### src/rtl/alu.sv
// Registered n-bit ALU: eight operations with overflow, zero and negative flags.
// The result and all three flags load together on a clock edge when en is high.
module alu #(
  parameter int n = 8
) (
  input  logic         clk,
  input  logic         rst,
  input  logic [n-1:0] A,
  input  logic [n-1:0] B,
  input  logic [2:0]   op,
  input  logic         en,
  output logic [n-1:0] sum,
  output logic         o_flag,
  output logic         z_flag,
  output logic         n_flag
);

  localparam logic [2:0] OP_ADD = 3'b000;
  localparam logic [2:0] OP_SUB = 3'b001;
  localparam logic [2:0] OP_AND = 3'b010;
  localparam logic [2:0] OP_OR  = 3'b011;
  localparam logic [2:0] OP_XOR = 3'b100;
  localparam logic [2:0] OP_NOT = 3'b101;
  localparam logic [2:0] OP_MOV = 3'b110;
  localparam logic [2:0] OP_CLR = 3'b111;

  logic [n-1:0] r;
  logic         ovf;
  logic         r_zero;
  logic         r_neg;

  // Carry-out is intentionally dropped; arithmetic wraps modulo 2^n.
  always_comb begin
    r   = '0;
    ovf = 1'b0;
    case (op)
      OP_ADD: begin
        r   = A + B;
        ovf = (A[n-1] == B[n-1]) && (r[n-1] != A[n-1]);
      end
      OP_SUB: begin
        r   = A - B;
        ovf = (A[n-1] != B[n-1]) && (r[n-1] != A[n-1]);
      end
      OP_AND: r = A & B;
      OP_OR:  r = A | B;
      OP_XOR: r = A ^ B;
      OP_NOT: r = ~A;
      OP_MOV: r = A;
      OP_CLR: r = '0;
      default: begin
        r   = '0;
        ovf = 1'b0;
      end
    endcase
  end

  assign r_zero = (r == '0);
  assign r_neg  = r[n-1];

  // Flags are derived from the same r that lands in sum, so they never disagree.
  always_ff @(posedge clk or negedge rst) begin
    if (!rst) begin
      sum    <= '0;
      o_flag <= 1'b0;
      z_flag <= 1'b0;
      n_flag <= 1'b0;
    end else if (en) begin
      sum    <= r;
      o_flag <= ovf;
      z_flag <= r_zero;
      n_flag <= r_neg;
    end
  end

endmodule

### config.mk
export PLATFORM = sky130hd
export DESIGN_NAME = alu
export DESIGN_NICKNAME = d
export VERILOG_FILES = /design/src/rtl/alu.sv
export SDC_FILE = /design/constraint.sdc
export NUM_CORES = 1
export LEC_CHECK = 0
export ABC_CLOCK_PERIOD_IN_PS = 1200
export CAP_MARGIN = 10
export CORE_MARGIN = 2
export CORE_UTILIZATION = 42
export CTS_CLUSTER_SIZE = 14
export DETAILED_ROUTE_END_ITERATION = 10
export HOLD_SLACK_MARGIN = 0.12
export PLACE_DENSITY = 0.64
export SLEW_MARGIN = 20
export SYNTH_ARGS = -nofsm -noshare
export SYNTH_HDL_FRONTEND = slang
export SYNTH_SLANG_ARGS = --single-unit
### constraint.sdc
create_clock -name clk -period 1.2 [get_ports clk]
set_clock_uncertainty 0.05 [all_clocks]
set_input_delay 0.24 -clock clk [delete_from_list [all_inputs] [get_ports clk]]
set_output_delay 0.24 -clock clk [all_outputs]
set_load 0.01 [all_outputs]
==> flow_summary.yaml, run 1 <==
floorplan:
  core_um2: 4029
  die_area_um2: 4760
  num_io_pins: 33
  fp.dieH_um: 69.00
  core.rowCount: 23
  start_util_pct: 44.04
  die_w_um: 69.00
final_layout:
  area_growth_pct: 87.09
  diodes: 0
  stdcell_count: 398
  final_layout_size_suffix_gt1_share_pct: 54.89
  fillers: 249
  final_area_um2: 3319
  nets: 396
  seq_area_um2: 250.2
  multiInputGateArea_um2: 1775
critical_path:
  crit_path_end_kind: "flip-flop"
  r2r_cells: 2
  r2r-end: "o_flag"
  worst-path-buf-inv: 2
  rr_startpoint: "o_flag"
  cp_slowest_cell: "o31a_1"
  startpoint: "B[1]"
  path_depth: 10
  r2r_slack_ps: 310
  cp.required_ps: 1270
  cp-start-kind: "input pin"
  worstPathCellList: "buf_8 -> clkinvlp_4 -> ha_4 -> or2_4 -> a211oi_2 -> a21o_1 -> xor2_1 -> o31a_1 -> nor4b_2 -> a41o_1"
  arrival_ps: 2110
  critical_path_class: "input pin to flip-flop"
  critical-path-top-delay-family: "compound AO/OA/AOI/OAI gates"
  cp_max_fo: 4
  critPathMaxStageDelay_ps: 290
  crit_path_end: "z_flag"
synthesis:
  syn-cell-area_um2: 1774
  synth_most_common_cell: "inv_1"
  synth.distinct_cells: 55
  synthesis.nets: 286
  ys.flop_type: "dfrtp_1"
  synth_top_area_cell: "ha_1"
  ys_seq_elements: 10
  syn_inst: 239
  yosysWarnings: 0
  synth_edf_count: 0
  avgSynthCellArea_um2: 7.423
  seq_area_frac_synth_pct: 14.10
  yosysTopAreaCellShare_pct: 16.22
  async_flop_share_pct: 100.0
  synth_area_leaders: "ha_1 (16%), dfrtp_1 (14%), inv_1 (6.1%)"
  yosys-top-cells-count: "inv_1 (29), ha_1 (23), nand2_1 (18), nor2_1 (18), a21oi_1 (17)"
power:
  p_leak_nw: 1.484
  power_density_nw_per_um2: 696.0
  vdd_drop_max_mv: 0.8835
cts:
  clk_path_buf_depth: 2
  clk_pin_slew_ps: 50
  ctsHoldBuffers: 0
  htreeDepth: 1
  cts_tree: "yes"
  cts.sinks: 10
  cts_buffers: 3
  clkLatencyLatePin_ps: 230
  root_buffer: "clkbuf_8"
timing:
  drv_slew: 0
  slew_headroom_pct: 66.53
  post-route-period-util_pct: 170.2
  max_slew.worst_pin.slew_ps: 489.4
  fmax_ghz: 0.4895
  setup_viol: 10
  final_hold_viol_count: 0
  layout_setup_ws_ps: -842.8
  min_period_ps: 2043
  rsz0062_at_grt: "true"
global_routing:
  grt_pass1_wl_um: 10550
  grt_pass1_vias: 2205
  grt_max_degree: 17
  gr-total-overflow: 0
  grtUsageTotal_pct: 29.88
  antenna_found_initial: 0
detailed_routing:
  num_vias: 2178
  dr.pass1.iters: 4
  drt_iter0_drc: 146
  drc: 0
  drt_wl_total_um: 6689
  routedWlPerCell_um: 16.81
  ant_nets: 0
  viasPerCell: 5.472
run:
  drv_cap: 0
outcome:
  failed_checks: "setup timing"
  status: "complete, but fails checks"
placement:
  dpl.hpwl_um: 4504
  place_congestion: 0.9105
  place_inst: 374
  pre_cts_ws_ps: -1618
  portBuffers: 32
  dpl-instance-area_um2: 2693
min_path:
  hp-class: "input pin to asynchronous set/reset pin"
## layer usage
| layer | GRT usage [%] | wire, um | vias to the layer above |
|---|---|---|---|
| met5 | 0 | 0 | - |
| met4 | 8.578 | 205 | 0 |
| met1 | 37.66 | 2798 | 1017 |
| met3 | 5.682 | 425 | 17 |
| met2 | 51.68 | 3260 | 85 |
| li1 | - | - | 1059 |
## power breakdown
part           switching [mW]  internal (mW)  leakage, nW
logic                   0.702          0.780         1.33
registers              0.0284          0.387        0.121
clock network           0.125          0.288       0.0288
## how the worst min path moves through the flow
stage | slack [ps] | endpoint
final | 250 | sum[4]
after global routing | 290 | sum[6]
after CTS | 240 | sum[5]
after detailed placement | 450 | sum[1]
after global placement | 440 | sum[1]
after floorplan | -110 | o_flag
## final cells by class
type                       count  area share, %
timing repair buffer         121          31.44
tap                           50          1.885
inverter                      29          3.995
clock buffer                   4          1.659
sequential                    10          7.539
multi-input combinational    184          53.49
## registers in the layout (all words and copies together), names as in the netlist
signal  count
o_flag      1
sum         8
z_flag      1
## cell usage in the layout, fill, tap and decap left out, types with 4 or more instances in the layout
master	n
clkdlybuf4s15_1	11
inv_1	12
inv_2	13
xnor2_1	5
o21ai_1	4
mux2_4	5
ha_4	16
clkbuf_8	4
nor2_1	14
buf_4	69
o21ai_0	10
a21oi_2	5
mux2i_1	4
dfrtp_1	10
buf_2	6
a21oi_1	11
buf_6	23
nor2b_1	5
ha_1	5
nand2_1	18
## cells by family (layout without fill, tap and decap cells)
kind of cell	after synthesis	after routing	share of synthesized area, %
and+or+nand+nor	67	67	19.32
muxes	9	9	5.430
DFF	10	10	14.10
xor gates and xnor gates	9	9	4.443
AOI/OAI and AO/OA	74	74	27.57
buffers and inverters	45	154	10.65
adders and majority gates	25	25	18.48
## through the flow
step / total power, mW / hold slack, ps / TNS [ps] / utilization [%]
after floorplan: 1.028 / -105.6 / -5556 / -
after global placement: 1.563 / 440.8 / -13400 / 66.83
after detailed placement: 1.577 / 445.3 / -13790 / 66.83
after CTS: 2.229 / 242.9 / -6632 / 80.68
after global routing: 2.454 / 285.7 / -7500 / 82.39
final: 2.310 / 247.6 / -6650 / 82.39
## what timing repair did
item                       in CTS  in global routing
setup endpoints to repair      21                 19
buffers inserted               25                  1
resized for setup             175                 23
pin swaps                      63                 27
(Power assumes the default switching activity.)
==> run 2, diff against run 1 <==
--- a/config.mk
+++ b/config.mk
@@ -12,7 +12,7 @@
 export CTS_CLUSTER_SIZE = 14
 export DETAILED_ROUTE_END_ITERATION = 10
 export HOLD_SLACK_MARGIN = 0.12
-export PLACE_DENSITY = 0.64
+export PLACE_DENSITY = 0.65
 export SLEW_MARGIN = 20
 export SYNTH_ARGS = -nofsm -noshare
 export SYNTH_HDL_FRONTEND = slang
==> run 2 against run 1 <==
Net effect:
- the run still ends with setup timing left
- global-route usage shrank 1.6 points
- die area unchanged
- maximum frequency up 0.25%
- sequential cell count unchanged
- register-to-register slack gained 20 ps
- routed wire length fell by 0.10%
- via count is 4.5% higher
- combinational power is 5% higher
- clock-buffer cell count unchanged
==> flow_summary.yaml, run 2 (synthesized netlist as in run 1, its figures left out) <==
floorplan:
  num_io_pins: 33
  die_w_um: 69.00
  core.rowCount: 23
  fp.dieH_um: 69.00
  core_um2: 4029
  die_area_um2: 4760
  start_util_pct: 44.04
outcome:
  failed_checks: "setup timing"
  status: "complete, but fails checks"
final_layout:
  nets: 403
  area_growth_pct: 91.11
  fillers: 229
  diodes: 0
  final_layout_size_suffix_gt1_share_pct: 56.34
  layout_commonest_cell: "buf_4"
  final_area_um2: 3391
  final_util_pct: 84.16
  top_register: "sum"
  largest_reg_flops: 8
  reg.largest.list: "sum: 8 flops, o_flag: 1 flops, z_flag: 1 flops"
  mostFrequentLayoutCells: "buf_4 (78), buf_6 (21), nand2_1 (17)"
  stdcell_count: 405
timing:
  layout_setup_ws_ps: -837.8
  max_slew.worst_pin.slew_ps: 390.1
  drv_slew: 0
  fmax_ghz: 0.4907
  rsz0062_at_grt: "true"
  timing.hold.ws_ps: 245.5
  post-route-period-util_pct: 169.8
  setup_viol: 10
  min_period_ps: 2038
  final_hold_viol_count: 0
  slew_headroom_pct: 73.32
detailed_routing:
  drc: 0
  viasPerCell: 5.617
  drt_wl_total_um: 6682
  ant_nets: 0
  dr.pass1.iters: 4
  routedWlPerCell_um: 16.50
  drt_iter0_drc: 165
  num_vias: 2275
critical_path:
  r2r-end: "o_flag"
  cp.required_ps: 1310
  cp_max_fo: 2
  startpoint: "A[0]"
  r2r_cells: 2
  arrival_ps: 2150
  rr_startpoint: "o_flag"
  crit_path_end: "sum[6]"
  r2r_slack_ps: 330
  critical_path_class: "input pin to flip-flop"
  crit_path_end_kind: "flip-flop"
  cp-start-kind: "input pin"
power:
  vdd_drop_max_mv: 0.7172
  p_leak_nw: 1.513
  total_power_mw: 2.374
  power_density_nw_per_um2: 700.1
global_routing:
  grt_pass1_vias: 2133
  gr-total-overflow: 0
  grt_max_degree: 22
  grtUsageTotal_pct: 28.31
  grt_pass1_wl_um: 10090
  antenna_found_initial: 0
placement:
  dpl.hpwl_um: 4362
  dpl-instance-area_um2: 2713
  portBuffers: 32
  place_inst: 375
  place_congestion: 0.9089
cts:
  root_buffer: "clkbuf_8"
  cts_buffers: 3
  htreeDepth: 1
  clkLatencyLatePin_ps: 230
  clk_path_buf_depth: 2
  cts.sinks: 10
  cts_tree: "yes"
  clk_pin_slew_ps: 40
min_path:
  hp-class: "input pin to asynchronous set/reset pin"
run:
  drv_cap: 0
## run 2: cell types whose count changed in the layout (fill, tap and decap cells not counted), sizes merged
| cell | change |
|---|---|
| clkdlybuf4s15 | -1 |
| buf | +8 |
## run 2: cell type report
cell class / count / area (um2) / share of cell area (%)
Multi-Input combinational cell: 184 / 1790 / 52.80
Timing Repair Buffer: 128 / 1102 / 32.51
Sequential cell: 10 / 250.2 / 7.380
Inverter: 29 / 130.1 / 3.838
Tap cell: 50 / 62.56 / 1.845
Clock buffer: 4 / 55.05 / 1.624
## run 2: worst min-delay path by stage
stage            from     end  slack (ps)  depth (start not counted)
5_1_grt           rst  sum[7]         280                          2
3_5_place_dp   sum[1]  sum[1]         440                          1
3_3_place_gp   sum[1]  sum[1]         440                          1
6_report          rst  sum[6]         250                          2
2_1_floorplan     rst  o_flag        -110                          0
4_1_cts           rst  sum[6]         240                          2
## run 2: through the flow
stage,setup slack [ps],TNS [ps]
after CTS,-825.6,-6709
final,-837.8,-6969
after global placement,-1506,-13300
after floorplan,-818.8,-5556
after global routing,-939.7,-7659
after detailed placement,-1575,-13600
## run 2: metal layers
metal,track usage [%],vias up,part of all wire (%)
met5,0,-,0
met4,6.373,0,2.6
met3,5.357,17,7.5
met2,46.75,103,47
met1,38.20,1079,43
li1,-,1076,-
## run 2: repair_timing
item,CTS,global route
pin swaps,50,17
resized for setup,160,39
endpoints found under the setup margin,21,20
cloned,0,0
buffers inserted,24,5
hold buffers,0,0
## run 2: critical path, stage by stage
cell and delay (ps):
buf_6 100, inv_4 50, ha_4 130, inv_2 40, fa_2 360, nand2b_1 120
a21oi_2 100, a2111oi_2 340, a31oi_1 80, nor3_1 190, o22ai_2 130, buf_4 150
mux2i_1 110
## run 2: where the power goes
part           switching [mW]  internal [mW]  total [mW]
clock network           0.126          0.288       0.414
registers              0.0270          0.387       0.414
logic                   0.725          0.821        1.55
total                   0.879           1.50        2.37
